<file path="config.mk">
export PLATFORM = sky130hd
export DESIGN_NAME = acc_readout_arbiter_flat
export DESIGN_NICKNAME = d
export VERILOG_FILES = /design/src/rtl/acc_readout_arbiter_if.sv /design/src/rtl/acc_readout_arbiter.sv /design/src/flat_wrapper.sv
export SDC_FILE = /design/constraint.sdc
export NUM_CORES = 1
export LEC_CHECK = 0
export ABC_CLOCK_PERIOD_IN_PS = 8400
export CAP_MARGIN = 20
export CORE_MARGIN = 5
export CORE_UTILIZATION = 55
export CTS_BUF_LIST = sky130_fd_sc_hd__clkbuf_4
export CTS_CLUSTER_DIAMETER = 150
export CTS_CLUSTER_SIZE = 40
export DETAILED_ROUTE_END_ITERATION = 7
export HOLD_SLACK_MARGIN = 0.12
export PLACE_DENSITY = 0.93
export SKIP_CTS_REPAIR_TIMING = 1
export SYNTH_ARGS = -nofsm -noshare
export SYNTH_HDL_FRONTEND = slang
export SYNTH_SLANG_ARGS = --single-unit
</file>
<file path="constraint.sdc">
create_clock -name clk -period 8.4 [get_ports clk]
set_clock_uncertainty 0.15 [all_clocks]
set_input_delay 1.26 -clock clk [delete_from_list [all_inputs] [get_ports clk]]
set_output_delay 1.26 -clock clk [all_outputs]
set_load 0.02 [all_outputs]
</file>
<file path="src/rtl/acc_readout_arbiter_if.sv">
// Bundle between the accumulator channels, the readout arbiter and the serializer.
// The slave modport is the arbiter side; the master modport drives channels and serializer ready.
interface acc_readout_arbiter_if #(
  parameter int unsigned NUM_CH      = 4,
  parameter int unsigned ACC_WIDTH   = 16,
  parameter int unsigned CH_ID_WIDTH = 2
);
  logic [NUM_CH-1:0]           chValid;
  logic [NUM_CH*ACC_WIDTH-1:0] chData_I;
  logic [NUM_CH*ACC_WIDTH-1:0] chData_Q;
  logic                        outReady;
  logic                        clearOverflow;
  logic                        outValid;
  logic [ACC_WIDTH-1:0]        outData_I;
  logic [ACC_WIDTH-1:0]        outData_Q;
  logic [CH_ID_WIDTH-1:0]      outChannel;
  logic [NUM_CH-1:0]           overflow;
  logic                        busy;

  modport master (
    output chValid, chData_I, chData_Q, outReady, clearOverflow,
    input  outValid, outData_I, outData_Q, outChannel, overflow, busy
  );

  modport slave (
    input  chValid, chData_I, chData_Q, outReady, clearOverflow,
    output outValid, outData_I, outData_Q, outChannel, overflow, busy
  );
endinterface

</file>
<file path="src/rtl/acc_readout_arbiter.sv">
// Per-channel I/Q holding slots with a round-robin grant into one registered output word pair.
// Results arriving at an occupied, non-granted slot are dropped and flagged in a sticky overflow.
module acc_readout_arbiter #(
  parameter int unsigned NUM_CH      = 4,
  parameter int unsigned ACC_WIDTH   = 16,
  parameter int unsigned CH_ID_WIDTH = 2
) (
  input logic                  clk,
  input logic                  reset,
  acc_readout_arbiter_if.slave bus
);

  typedef enum logic [0:0] {StEmpty, StFull} state_e;

  state_e                 state_q, state_d;
  logic [ACC_WIDTH-1:0]   slot_i_q [NUM_CH];
  logic [ACC_WIDTH-1:0]   slot_i_d [NUM_CH];
  logic [ACC_WIDTH-1:0]   slot_q_q [NUM_CH];
  logic [ACC_WIDTH-1:0]   slot_q_d [NUM_CH];
  logic [NUM_CH-1:0]      pending_q, pending_d;
  logic [NUM_CH-1:0]      overflow_q, overflow_d;
  logic [CH_ID_WIDTH-1:0] last_grant_q, last_grant_d;
  logic [ACC_WIDTH-1:0]   out_i_q, out_i_d;
  logic [ACC_WIDTH-1:0]   out_q_q, out_q_d;
  logic [CH_ID_WIDTH-1:0] out_ch_q, out_ch_d;
  logic                   busy_q, busy_d;

  logic                   grant_found;
  logic [CH_ID_WIDTH-1:0] grant_idx;
  logic [CH_ID_WIDTH-1:0] cand;
  logic                   load;
  logic [NUM_CH-1:0]      grant_oh;
  logic [NUM_CH-1:0]      capture;
  logic [NUM_CH-1:0]      drop;

  // Round-robin search over registered pending bits, starting just after the last grant.
  always_comb begin
    grant_found = 1'b0;
    grant_idx   = '0;
    cand        = '0;
    for (int unsigned i = 1; i <= NUM_CH; i++) begin
      cand = CH_ID_WIDTH'((32'(last_grant_q) + i) % NUM_CH);
      if (!grant_found && pending_q[cand]) begin
        grant_found = 1'b1;
        grant_idx   = cand;
      end
    end
  end

  assign load = grant_found && ((state_q == StEmpty) || bus.outReady);

  always_comb begin
    state_d      = state_q;
    out_i_d      = out_i_q;
    out_q_d      = out_q_q;
    out_ch_d     = out_ch_q;
    last_grant_d = last_grant_q;
    pending_d    = pending_q;
    overflow_d   = overflow_q & ~{NUM_CH{bus.clearOverflow}};
    grant_oh     = '0;
    capture      = '0;
    drop         = '0;
    for (int unsigned k = 0; k < NUM_CH; k++) begin
      slot_i_d[k] = slot_i_q[k];
      slot_q_d[k] = slot_q_q[k];
    end

    if (load) begin
      state_d      = StFull;
      out_i_d      = slot_i_q[grant_idx];
      out_q_d      = slot_q_q[grant_idx];
      out_ch_d     = grant_idx;
      last_grant_d = grant_idx;
    end else if ((state_q == StFull) && bus.outReady) begin
      state_d = StEmpty;
    end

    // A slot being granted this cycle is free to accept a new result.
    for (int unsigned k = 0; k < NUM_CH; k++) begin
      grant_oh[k] = load && (grant_idx == CH_ID_WIDTH'(k));
      capture[k]  = bus.chValid[k] && (!pending_q[k] || grant_oh[k]);
      drop[k]     = bus.chValid[k] && pending_q[k] && !grant_oh[k];
      if (capture[k]) begin
        slot_i_d[k]  = bus.chData_I[k*ACC_WIDTH +: ACC_WIDTH];
        slot_q_d[k]  = bus.chData_Q[k*ACC_WIDTH +: ACC_WIDTH];
        pending_d[k] = 1'b1;
      end else if (grant_oh[k]) begin
        pending_d[k] = 1'b0;
      end
      if (drop[k]) begin
        overflow_d[k] = 1'b1;
      end
    end

    busy_d = (|pending_q) || (state_q == StFull);
  end

  always_ff @(posedge clk) begin
    if (reset) begin
      state_q      <= StEmpty;
      pending_q    <= '0;
      overflow_q   <= '0;
      last_grant_q <= CH_ID_WIDTH'(NUM_CH - 1);
      out_i_q      <= '0;
      out_q_q      <= '0;
      out_ch_q     <= '0;
      busy_q       <= 1'b0;
      for (int unsigned k = 0; k < NUM_CH; k++) begin
        slot_i_q[k] <= '0;
        slot_q_q[k] <= '0;
      end
    end else begin
      state_q      <= state_d;
      pending_q    <= pending_d;
      overflow_q   <= overflow_d;
      last_grant_q <= last_grant_d;
      out_i_q      <= out_i_d;
      out_q_q      <= out_q_d;
      out_ch_q     <= out_ch_d;
      busy_q       <= busy_d;
      for (int unsigned k = 0; k < NUM_CH; k++) begin
        slot_i_q[k] <= slot_i_d[k];
        slot_q_q[k] <= slot_q_d[k];
      end
    end
  end

  assign bus.outValid   = (state_q == StFull);
  assign bus.outData_I  = out_i_q;
  assign bus.outData_Q  = out_q_q;
  assign bus.outChannel = out_ch_q;
  assign bus.overflow   = overflow_q;
  assign bus.busy       = busy_q;

endmodule

</file>
<file path="src/flat_wrapper.sv">
// flat-port wrapper written by rule: the top's interface ports become plain ports
module acc_readout_arbiter_flat 
#(
  parameter int unsigned NUM_CH      = 4,
  parameter int unsigned ACC_WIDTH   = 16,
  parameter int unsigned CH_ID_WIDTH = 2
)
  (clk, reset, bus_chValid, bus_chData_I, bus_chData_Q, bus_outReady, bus_clearOverflow, bus_outValid, bus_outData_I, bus_outData_Q, bus_outChannel, bus_overflow, bus_busy);
  acc_readout_arbiter_if #(.NUM_CH(NUM_CH), .ACC_WIDTH(ACC_WIDTH), .CH_ID_WIDTH(CH_ID_WIDTH)) bus_i ();
  input logic clk;
  input logic reset;
  input wire logic [$bits(bus_i.chValid)-1:0] bus_chValid;
  input wire logic [$bits(bus_i.chData_I)-1:0] bus_chData_I;
  input wire logic [$bits(bus_i.chData_Q)-1:0] bus_chData_Q;
  input wire logic [$bits(bus_i.outReady)-1:0] bus_outReady;
  input wire logic [$bits(bus_i.clearOverflow)-1:0] bus_clearOverflow;
  output wire logic [$bits(bus_i.outValid)-1:0] bus_outValid;
  output wire logic [$bits(bus_i.outData_I)-1:0] bus_outData_I;
  output wire logic [$bits(bus_i.outData_Q)-1:0] bus_outData_Q;
  output wire logic [$bits(bus_i.outChannel)-1:0] bus_outChannel;
  output wire logic [$bits(bus_i.overflow)-1:0] bus_overflow;
  output wire logic [$bits(bus_i.busy)-1:0] bus_busy;
  assign bus_i.chValid = bus_chValid;
  assign bus_i.chData_I = bus_chData_I;
  assign bus_i.chData_Q = bus_chData_Q;
  assign bus_i.outReady = bus_outReady;
  assign bus_i.clearOverflow = bus_clearOverflow;
  assign bus_outValid = bus_i.outValid;
  assign bus_outData_I = bus_i.outData_I;
  assign bus_outData_Q = bus_i.outData_Q;
  assign bus_outChannel = bus_i.outChannel;
  assign bus_overflow = bus_i.overflow;
  assign bus_busy = bus_i.busy;
  acc_readout_arbiter #(.NUM_CH(NUM_CH), .ACC_WIDTH(ACC_WIDTH), .CH_ID_WIDTH(CH_ID_WIDTH)) u_core (.clk(clk), .reset(reset), .bus(bus_i));
endmodule
</file>
After elaboration in Yosys (flattened, before gate mapping)
Memory sizes are Yosys's and may differ from the RTL's. A register that Yosys moved wholly into a read port is not among the register bits.
Index checks and enable logic that the tools add are counted.
{ "classes": {"add_sub_neg": 4, "n_lt_le_gt_ge": 4, "n_eq_ne": 7, "n_mux": 49, "bitwise_logic": 11, "n_reduce_logical": 49} }
{ "ops": {"columns": ["op", "count"], "rows": [
  ["$mux 16", 16],
  ["$mux 1", 25],
  ["$logic_and 1x1->1", 21],
  ["$lt 2x3->1 const B", 4],
  ["$logic_not 1->1", 11],
  ["$reduce_bool 2->1", 5],
  ["$bmux 1 s2", 4],
  ["$mux 2", 4],
  ["$or 1x1->1", 8],
  ["$reduce_and 2->1", 4],
  ["$logic_or 1x1->1", 6],
  ["$add 2x1->2 const B", 2],
  ["$add 2x2->2 const B", 2],
  ["$and 4x4->4", 1],
  ["$eq 2x2->1 const B", 2],
  ["$ne 1x1->1 const B", 4],
  ["$not 4->4", 1],
  ["$reduce_or 4->1", 1],
  ["$eq 2x1->1 const B", 1],
  ["$logic_not 2->1", 1],
  ["$not 1->1", 1]
]} }
{ "word_totals": {"reg_bits": 14, "ram_bits": 128, "input_bits": 136, "out_inout_bits": 40, "elab_cells": 135, "mem_count": 2} }
{ "mem_list": {"columns": ["name", "words", "word_bits", "rd", "rd_clocked_by_memory_dff", "write_ports", "line", "text"], "rows": [
  ["u_core.slot_i_q", 4, 16, 1, 1, 4, "acc_readout_arbiter.sv:16", "logic [ACC_WIDTH-1:0] slot_i_q [NUM_CH];"],
  ["u_core.slot_q_q", 4, 16, 1, 1, 4, "acc_readout_arbiter.sv:18", "logic [ACC_WIDTH-1:0] slot_q_q [NUM_CH];"]
]} }

Depth between registers and ports, before layout
Gate-level depths: netlist (run 1).
{ "logic_depth": {"word_depth": 20, "ltp_mapped": 7, "depth_no_buf": 5} }

Worst setup path after synthesis (run 1)
OpenSTA, ideal clock, no wires.
{ "synth_timing": {"path_type": "input-to-reg", "from": "in bus_outReady", "to": "mem u_core.slot_i_q[0][0], enable pin", "setup_ns": 0.466, "arrival_ns": 4.230, "required_time_ns": 7.784, "path_slack_ns": 3.555, "stages": 5, "n_path_buf": 1, "path_cell_list": "nand2b_1 > nand2_2 > o31a_1 > buf_2 > o21ai_0"} }
{ "synth_lines": {"columns": ["element", "line", "text"], "rows": [
  ["start: declaration", "flat_wrapper.sv:15", "input wire logic [$bits(bus_i.outReady)-1:0] bus_outReady;"],
  ["end: declaration", "acc_readout_arbiter.sv:16", null]
]} }

==> metrics.txt, run 1 <==
fin crit period between 4000 and 5000 ps; Routed WL per cell around 20 um; drt pass-1 iters 5; minimum hold slack 345 ps; Seq cells post-synth roughly 170; first-pass GRT wire length about 33000 um; initial antenna violation count 1; MaxCap Viol Count 0; r2r setup slk between 4000 and 5000 ps; final hold viol count 0; Via density approximately 6.0; outcome completed; CTS buffer count 17; area share of the largest cell type after synthesis between 40% and 50%; cell count after placement ~1000; CP Cell Sequence nand2b_1 > a21o_1 > nand3_1 > o31a_2 > o21ai_2 > buf_4; sum of buffers and inverters on the critical path 1; die height around 130 um; Post-DRT Antenna Nets 0; final net count 1002; DP HPWL between 10000 and 15000 um; setup TNS 0 ps; Core Box Area between 15000 and 20000 sq um; Vias 6453; final WL 21700 um; setup violators final 0; Max Fclk about 0.24 GHz; Max IR drop VDD about 0.096 mV; max-slew violations 0; Port Buffers between 150 and 200; CP max FO 35; period utilisation layout roughly half; count leader, synth nand2_1; vias in the first global route just over 6000; top cells by count, synth nand2_1, edfxtp_1, nor3_2; synth top area cells edfxtp_1, dfxtp_1, nor3_2; async set or reset register ratio after synthesis 0%; PwrDens 186 nW/um^2; Rows 45; Yosys warning count 0; Worst path max stage delay approximately 840 ps; Worst setup SP type register; Area Growth Syn to Fin 25.0%; relative slew slack approximately a quarter; die area 17900 sq um; Chip Width about 130 um; clk sinks roughly 170; CP required about 8500 ps; critical path's slowest cell a21o_1; crit-path leading delay family compound AO/OA/AOI/OAI gates; pre-CTS WS between 4000 and 5000 ps; Synth Area in Compound Gates roughly 12%; I/O pin total about 180; Syn Inst Count 730; Clock Latency Late Sink about 580 ps; ys flop type edfxtp_1; RSZ-0062 raised after global routing no; slew at the pin closest to its max-slew limit 1100 ps; starting density of the core 55.7%; Synth cell types 38; clock tree buffer depth 2; Crit path arrival time roughly 4300 ps; Fill cells about 1100; Synth Area in Adders 0%; syn_nets between 800 and 900; kind of critical path reg -> reg; TritonCTS clock tree yes; Seq/Total Area, Yosys 56.5%; Iter 0 DRT Violations a little over 700; grt ovf 0; Min-Delay Path Class reg -> reg; CTS H-tree lvls 4; Final WS setup 4210 ps; Post-Synth XOR/XNOR Area 0%; largest family of logic cells by synthesized area simple AND/OR/NAND/NOR gates; clk root buf clkbuf_4; Leak roughly 3.9 nW; mapped cell area around 8400 sq um; placer congestion estimate around 0.91; Total Routing Usage GR a little under a quarter; pin count of the biggest net entering global routing 55; Worst Setup End Kind register; Post-synth EDFFs about 130; cell taking the most area after synthesis edfxtp_1; mean post-synth cell area 11.6 sq um; layout cells sized above 1 between 10% and 20%; Final Instance Count excl. Fillers 1068; detailed-route DRC error count 0; CTS clk-pin slew, worst paths about 150 ps; synthesized-area fraction occupied by and/or/nand/nor cells approximately 23%; mux cell area share after synthesis 3.80%
-- final timing paths --
check	start	depth (start not counted)	endpoint
worst max register to register	u_core.pending_q[2]$_SDFFE_PP0P_	6	u_core.slot_i_q[0][4]$_SDFFCE_PN0P_
worst max-delay path	u_core.pending_q[2]$_SDFFE_PP0P_	6	u_core.slot_i_q[0][4]$_SDFFCE_PN0P_
worst min-delay path	u_core.bus.outData_Q[8]$_SDFFE_PP0P_	2	u_core.bus.outData_Q[8]$_SDFFE_PP0P_
worst min register to register	u_core.bus.outData_Q[8]$_SDFFE_PP0P_	2	u_core.bus.outData_Q[8]$_SDFFE_PP0P_
-- logic make-up (layout without fill, tap and decap cells) --
family	count (synthesis)	in the layout
flops	174	174
other cells	0	1
mux	32	32
buf+inv	81	230
compound gates	127	127
simple gates	316	316
-- power breakdown --
| group | switching, mW | total, mW | internal (mW) |
|---|---|---|---|
| combinational | 0.252 | 0.447 | 0.195 |
| clock | 0.294 | 0.454 | 0.161 |
| sequential | 0.0445 | 1.06 | 1.01 |
-- metal layers --
layer	GRT usage (%)	share of wire (%)
met4	7.26	2.1
met2	38.3	48
met5	0	0
met3	5.89	11
met1	32.2	40
-- stage by stage --
step           power [mW]  cell area (sq um)  utilization [%]
2_1_floorplan        1.33               8440                -
3_3_place_gp         1.50              10200             67.4
3_5_place_dp         1.51              10300             67.7
4_1_cts              1.95              10500             69.5
5_1_grt              2.04              10500             69.6
6_report             1.96              10500             69.6
-- tightest hold or removal path, cell delays in order (launching register included) --
cell and delay, ps:
dfxtp_1 340, nand2_1 50, o211ai_1 70
-- flip-flops by register name (all words and copies together), names as in the netlist --
name	count
u_core.last_grant_q	2
u_core.bus.busy	1
u_core.bus.outData_Q	16
u_core.slot_q_q	64
u_core.slot_i_q	64
u_core.bus.overflow	4
u_core.pending_q	4
u_core.bus.outData_I	16
u_core.bus.outValid	1
u_core.bus.outChannel	2
-- area by class of cell --
type	instances	area (sq um)	area share [%]
inverters	5	18.8	0.178
multi-input cells	475	3320	31.5
clock buffers	20	150	1.42
diodes	1	2.50	0.0237
flip-flops and latches	174	4760	45.2
repair buffers	193	1940	18.4
well taps	188	235	2.23
clock inverters	12	111	1.06
-- cell usage in the layout (no fill, tap or decap), types with 20 or more instances in the layout --
| cell type | count |
|---|---|
| a21bo_2 | 32 |
| and4_1 | 32 |
| clkbuf_4 | 20 |
| clkdlybuf4s50_1 | 174 |
| dfxtp_1 | 46 |
| edfxtp_1 | 128 |
| mux2i_1 | 32 |
| nand2_1 | 133 |
| nand4_1 | 32 |
| nor3_1 | 29 |
| nor3_2 | 67 |
| o211ai_1 | 32 |
| o31ai_1 | 33 |
(Power assumes the default switching activity.)
==> run 2: changes to the inputs <==
--- a/config.mk
+++ b/config.mk
@@ -5,16 +5,16 @@
 export SDC_FILE = /design/constraint.sdc
 export NUM_CORES = 1
 export LEC_CHECK = 0
-export ABC_CLOCK_PERIOD_IN_PS = 8400
+export ABC_CLOCK_PERIOD_IN_PS = 3850
 export CAP_MARGIN = 20
 export CORE_MARGIN = 5
-export CORE_UTILIZATION = 55
+export CORE_UTILIZATION = 48
 export CTS_BUF_LIST = sky130_fd_sc_hd__clkbuf_4
 export CTS_CLUSTER_DIAMETER = 150
 export CTS_CLUSTER_SIZE = 40
 export DETAILED_ROUTE_END_ITERATION = 7
 export HOLD_SLACK_MARGIN = 0.12
-export PLACE_DENSITY = 0.93
+export PLACE_DENSITY = 0.87
 export SKIP_CTS_REPAIR_TIMING = 1
 export SYNTH_ARGS = -nofsm -noshare
 export SYNTH_HDL_FRONTEND = slang
==> constraint.sdc (replaced) <==
create_clock -name clk -period 3.85 [get_ports clk]
set_clock_uncertainty 0.15 [all_clocks]
set_input_delay 0.5775 -clock clk [delete_from_list [all_inputs] [get_ports clk]]
set_output_delay 0.5775 -clock clk [all_outputs]
set_load 0.02 [all_outputs]
==> run 2 against run 1 <==
Via count fell by 1.4%. Combinational power up 120%. Cell count up 4.1%. Worst setup slack got worse by 3000 ps. Sequential share of layout area fell by 0.091 points. Sequential power rose by 120%. Global-route usage is 2.6 points lower. Cell area grew 0.20%. Largest cell class unchanged. Largest power group unchanged.
==> metrics.txt, run 2 (synthesis gave the netlist of run 1 again) <==
PwrDens 399 nW/um^2 (+110%); I/O pin total 176 (unchanged); DP HPWL 15700 um (+6.2%); grt ovf 0 (unchanged); CP required 3990 ps (-4540 ps); RSZ-0062 raised after global routing no; CTS clk-pin slew, worst paths 130 ps (-20 ps); CP max FO 34 (-2.9%); kind of critical path reg -> reg; Max IR drop VDD 0.195 mV (+100%); Area Growth Syn to Fin 25.3%; Post-DRT Antenna Nets 0 (unchanged); die area 20300 sq um (+13%); Net Switching 1.22 mW (+110%); Via density 5.72 (-5.3%); slew at the pin closest to its max-slew limit 1050 ps (-48.9 ps); minimum hold slack 335 ps (-9.66 ps); Total Routing Usage GR 21.2% (-2.6 points); Fill cells 1351 (+28%); commonest non-fill, non-tap cell in the layout clkdlybuf4s50_1; Crit path arrival time 2810 ps (-1510 ps); TritonCTS clock tree yes; detailed-route DRC error count 0 (unchanged); Min-Delay Path Class reg -> reg; layout cells sized above 1 19.5% (+0.44 points); clk root buf clkbuf_4; Core Box Area 17300 sq um (+14%); switch share 28.8% (-1.3 points); total power 4.21 mW (+120%); outcome completed; first-pass GRT wire length 33500 um (+0.21%); clock share of power 22.4% (-0.8 points); max-slew violations 0 (unchanged); setup TNS 0 ps (unchanged); final net count 1008 (+0.60%); FF/Latch Area 4760 sq um (unchanged); Logic pwr share 23.2% (+0.4 points); fin crit period 2660 ps (-1530 ps); drt pass-1 iters 5 (unchanged); Worst setup SP type register; Clock Latency Late Sink 540 ps (-40 ps); Max Fclk 0.376 GHz (+58%); area of the multi-input gates 3320 sq um (unchanged); starting density of the core 48.8% (-6.9 points); Routed WL per cell 19.4 um (-4.5%); placer congestion estimate 0.886 (-2.4%); final hold viol count 0 (unchanged); Largest regs u_core.slot_i_q: 64 flops, u_core.slot_q_q: 64 flops; Worst Setup End Kind register; sequential share of power 54.4% (+0.4 points); Chip Width 143 um (+6.5%); clock tree buffer depth 2 (unchanged); pin count of the biggest net entering global routing 78 (+42%); die height 143 um (+6.5%); Vias 6362 (-1.4%); Iter 0 DRT Violations 545 (-23%); CTS H-tree lvls 4 (unchanged); CTS buffer count 17 (unchanged); Leak 3.88 nW (+0.11%); Rows 48 (+6.7%); most frequent cells in the layout clkdlybuf4s50_1, nand2_1, edfxtp_1; Internal Power 3.00 mW (+120%); clk sinks 174 (unchanged); relative slew slack 29.7% (+3.3 points); initial antenna violation count 2 (+1); MaxCap Viol Count 0 (unchanged); Port Buffers 175 (unchanged); period utilisation layout 69.1% (+19 points); vias in the first global route 6080 (-2.1%); setup violators final 0 (unchanged); final WL 21600 um (-0.59%)
==> run 2: cell types whose count changed in the layout (fill, tap and decap cells not counted), moves of 2 or more <==
cell      previous run  this run
inv_2                2         0
inv_6                3         0
buf_4               16        25
clkinv_2             1         4
clkbuf_4            20        24
buf_16               3         0
==> run 2: final timing paths <==
kind                                              start                                    end  slack [ps]  cells after the start
hold reg to reg   u_core.bus.outChannel[1]$_SDFFE_PP0P_  u_core.bus.outChannel[1]$_SDFFE_PP0P_         330                      2
hold / removal    u_core.bus.outChannel[1]$_SDFFE_PP0P_  u_core.bus.outChannel[1]$_SDFFE_PP0P_         330                      2
setup / recovery       u_core.pending_q[1]$_SDFFE_PP0P_   u_core.slot_i_q[1][11]$_SDFFCE_PN0P_        1190                      7
setup reg to reg       u_core.pending_q[1]$_SDFFE_PP0P_   u_core.slot_i_q[1][11]$_SDFFCE_PN0P_        1190                      7
==> run 2: layout make-up <==
class,instances,share of cell area [%]
Inverter,5,0.178
Sequential cell,174,45.1
Multi-Input combinational cell,475,31.4
Clock inverter,8,0.651
Tap cell,225,2.66
Timing Repair Buffer,199,18.3
Antenna cell,2,0.0473
Clock buffer,24,1.70
==> run 2: power by group through the flow <==
stage,Clock (mW),Combinational [mW],Sequential [mW]
2_1_floorplan,0,0.525,2.37
3_3_place_gp,0,0.963,2.33
3_5_place_dp,0,0.974,2.33
4_1_cts,0.953,0.976,2.29
5_1_grt,1.03,1.05,2.31
6_report,0.944,0.979,2.29
==> run 2: routing by layer <==
layer  vias to the layer above  routed length (um)  global-route usage [%]
met2                       321                9840                    31.8
met4                         0                 431                    6.20
met5                         -                   0                       0
met1                      2974                9110                    30.3
met3                        33                2240                    5.98
li1                       3034                   -                       -
==> run 2: through the flow <==
stage | setup WS (ps) | area, sq um | util [%] | cells
after floorplan | 391 | 8440 | - | 730
final | 1190 | 10600 | 61.1 | 1112
after CTS | 1210 | 10600 | 61.1 | 1110
after detailed placement | 944 | 10300 | 59.6 | 1078
after global placement | 1030 | 10300 | 59.6 | 1078
after global routing | 1100 | 10600 | 61.1 | 1112
==> run 2: critical path: stages (launching register included) <==
cell	delay, ps
dfxtp_1	430
nor2b_1	200
o21a_2	230
nor3_4	250
buf_4	530
o31ai_4	130
buf_4	240
and4_1	230
==> run 3: changes to the inputs <==
--- a/config.mk
+++ b/config.mk
@@ -5,7 +5,7 @@
 export SDC_FILE = /design/constraint.sdc
 export NUM_CORES = 1
 export LEC_CHECK = 0
-export ABC_CLOCK_PERIOD_IN_PS = 3850
+export ABC_CLOCK_PERIOD_IN_PS = 2400
 export CAP_MARGIN = 20
 export CORE_MARGIN = 5
 export CORE_UTILIZATION = 48
==> constraint.sdc (replaced) <==
create_clock -name clk -period 2.4 [get_ports clk]
set_clock_uncertainty 0.15 [all_clocks]
set_input_delay 0.36 -clock clk [delete_from_list [all_inputs] [get_ports clk]]
set_output_delay 0.36 -clock clk [all_outputs]
set_load 0.02 [all_outputs]
==> run 3 against run 2 <==
Register-to-register slack got worse by 1100 ps. Routed wire length is 1.8% higher. Fmax grew 16%. Worst setup slack lost 1100 ps. Critical path depth decreased by 1. Cell count up 1.6%. Clock-buffer cell count shrank 7. Clock power grew 80%. Sequential power up 61%. Core utilization is 2.5 points higher. Worst hold slack got worse by 140 ps. Sequential cell count unchanged. Critical path type unchanged.
==> metrics.txt, run 3 (synthesis gave the netlist of run 1 again) <==
final hold viol count 0 (unchanged); Total Routing Usage GR 21.8% (+0.54 points); clk sinks 174 (unchanged); first-pass GRT wire length 34200 um (+2.1%); final WL 22000 um (+1.8%); PwrDens 644 nW/um^2 (+62%); MaxCap Viol Count 0 (unchanged); fin crit period 2290 ps (-376 ps); final net count 1027 (+1.9%); layout cells sized above 1 22.3% (+2.8 points); CP Cell Sequence or4_1 > buf_4 > nand2_2 > o31a_2 > buf_8 > nor3_1; placer congestion estimate 0.860 (-2.9%); most frequent cells in the layout clkdlybuf4s50_1, nand2_1, edfxtp_1; max-slew violations 0 (unchanged); Crit path arrival time 2440 ps (-370 ps); Core Box Area 17300 sq um (unchanged); Post-DRT Antenna Nets 0 (unchanged); Routed WL per cell 19.5 um (+0.22%); starting density of the core 48.8% (unchanged); Clock Latency Late Sink 580 ps (+40 ps); I/O pin total 176 (unchanged); minimum hold slack 198 ps (-137 ps); CP required 2550 ps (-1440 ps); post-route cell area 11000 sq um (+4.0%); pin count of the biggest net entering global routing 64 (-18%); period utilisation layout 95.2% (+26 points); Area Growth Syn to Fin 30.3%; pre-CTS WS -3.46 ps (-947 ps); sum of buffers and inverters on the critical path 2 (unchanged); Vias 6406 (+0.69%); vias in the first global route 6293 (+3.5%); DP HPWL 15800 um (+0.25%); crit-path leading delay family simple AND/OR/NAND/NOR gates; Largest regs u_core.slot_i_q: 64 flops, u_core.slot_q_q: 64 flops; Final Instance Count excl. Fillers 1130 (+1.6%); Leak 4.06 nW (+4.7%); Fill cells 1304 (-3.5%); TritonCTS clock tree yes; Via density 5.67 (-0.91%); commonest non-fill, non-tap cell in the layout clkdlybuf4s50_1; drt pass-1 iters 5 (unchanged); CTS clk-pin slew, worst paths 150 ps (+20 ps); kind of critical path reg -> reg; RSZ-0062 raised after global routing no; Max IR drop VDD 0.373 mV (+91%); initial antenna violation count 1 (-1); Chip Width 143 um (unchanged); outcome completed; die area 20300 sq um (unchanged); critical path's slowest cell or4_1; relative slew slack 45.0% (+15 points); Rows 48 (unchanged); Worst setup SP type register; Worst path max stage delay 560 ps (+30 ps); setup violators final 0 (unchanged); CP max FO 32 (-5.9%); die height 143 um (unchanged); Min-Delay Path Class in -> reg; detailed-route DRC error count 0 (unchanged); total power 7.08 mW (+68%); cell count after placement 1095 (+1.6%); Iter 0 DRT Violations 567 (+4.0%); Max Fclk 0.438 GHz (+16%); grt ovf 0 (unchanged); Worst Setup End Kind register; CTS H-tree lvls 4 (unchanged); CTS buffer count 17 (unchanged); Post-DP Area 10700 sq um (+3.3%); slew at the pin closest to its max-slew limit 826 ps (-229 ps); clock tree buffer depth 2 (unchanged); clk root buf clkbuf_4; Port Buffers 175 (unchanged); Final WS setup 114 ps (-1070 ps)
## run 3: where the power goes
group | internal (mW) | switching [mW]
Sequential | 3.54 | 0.134
Combinational | 0.788 | 0.921
Clock | 0.636 | 1.06
Total | 4.97 | 2.12
## run 3: final timing paths
kind	slack (ps)	cells after the start	start	to
max reg2reg	110	6	u_core.pending_q[1]$_SDFFE_PP0P_	u_core.slot_q_q[3][0]$_SDFFCE_PN0P_
min	200	2	bus_clearOverflow	u_core.bus.overflow[3]$_SDFF_PP0_
min reg2reg	330	1	u_core.bus.overflow[1]$_SDFF_PP0_	u_core.bus.overflow[1]$_SDFF_PP0_
max	110	6	u_core.pending_q[1]$_SDFFE_PP0P_	u_core.slot_q_q[3][0]$_SDFFCE_PN0P_
## run 3: layer usage
metal  GRT usage [%]  routed length, um  up-vias
met3            5.58               1790       38
met5               0                  0        -
met2            33.8              10600      287
met4            7.15                435        0
li1                -                  -     3065
met1            30.0               9180     3016
## run 3: metrics by stage
stage               TNS (ps)  utilization [%]
floorplan              -3850                -
global placement       -3480             61.5
detailed placement     -52.4             61.6
CTS                    -43.9             63.3
global route               0             63.6
finish                     0             63.6
## run 3: worst reg2reg max path, delay by kind of cell (launching register included)
family,cells,cell delay [ps]
AND/OR/NAND/NOR,3,820
buffers and inverters,2,470
flip-flops,1,370
AO/OA/AOI/OAI,1,210
## run 3: area by class of cell
| class | count | area, sq um | share of cell area [%] |
|---|---|---|---|
| clock inverter | 15 | 160 | 1.46 |
| antenna | 1 | 2.50 | 0.0228 |
| clock buffer | 17 | 128 | 1.16 |
| inverter | 5 | 18.8 | 0.171 |
| timing repair buffer | 218 | 2230 | 20.3 |
| tap | 225 | 282 | 2.56 |
| sequential | 174 | 4780 | 43.5 |
| multi-input combinational | 475 | 3390 | 30.9 |
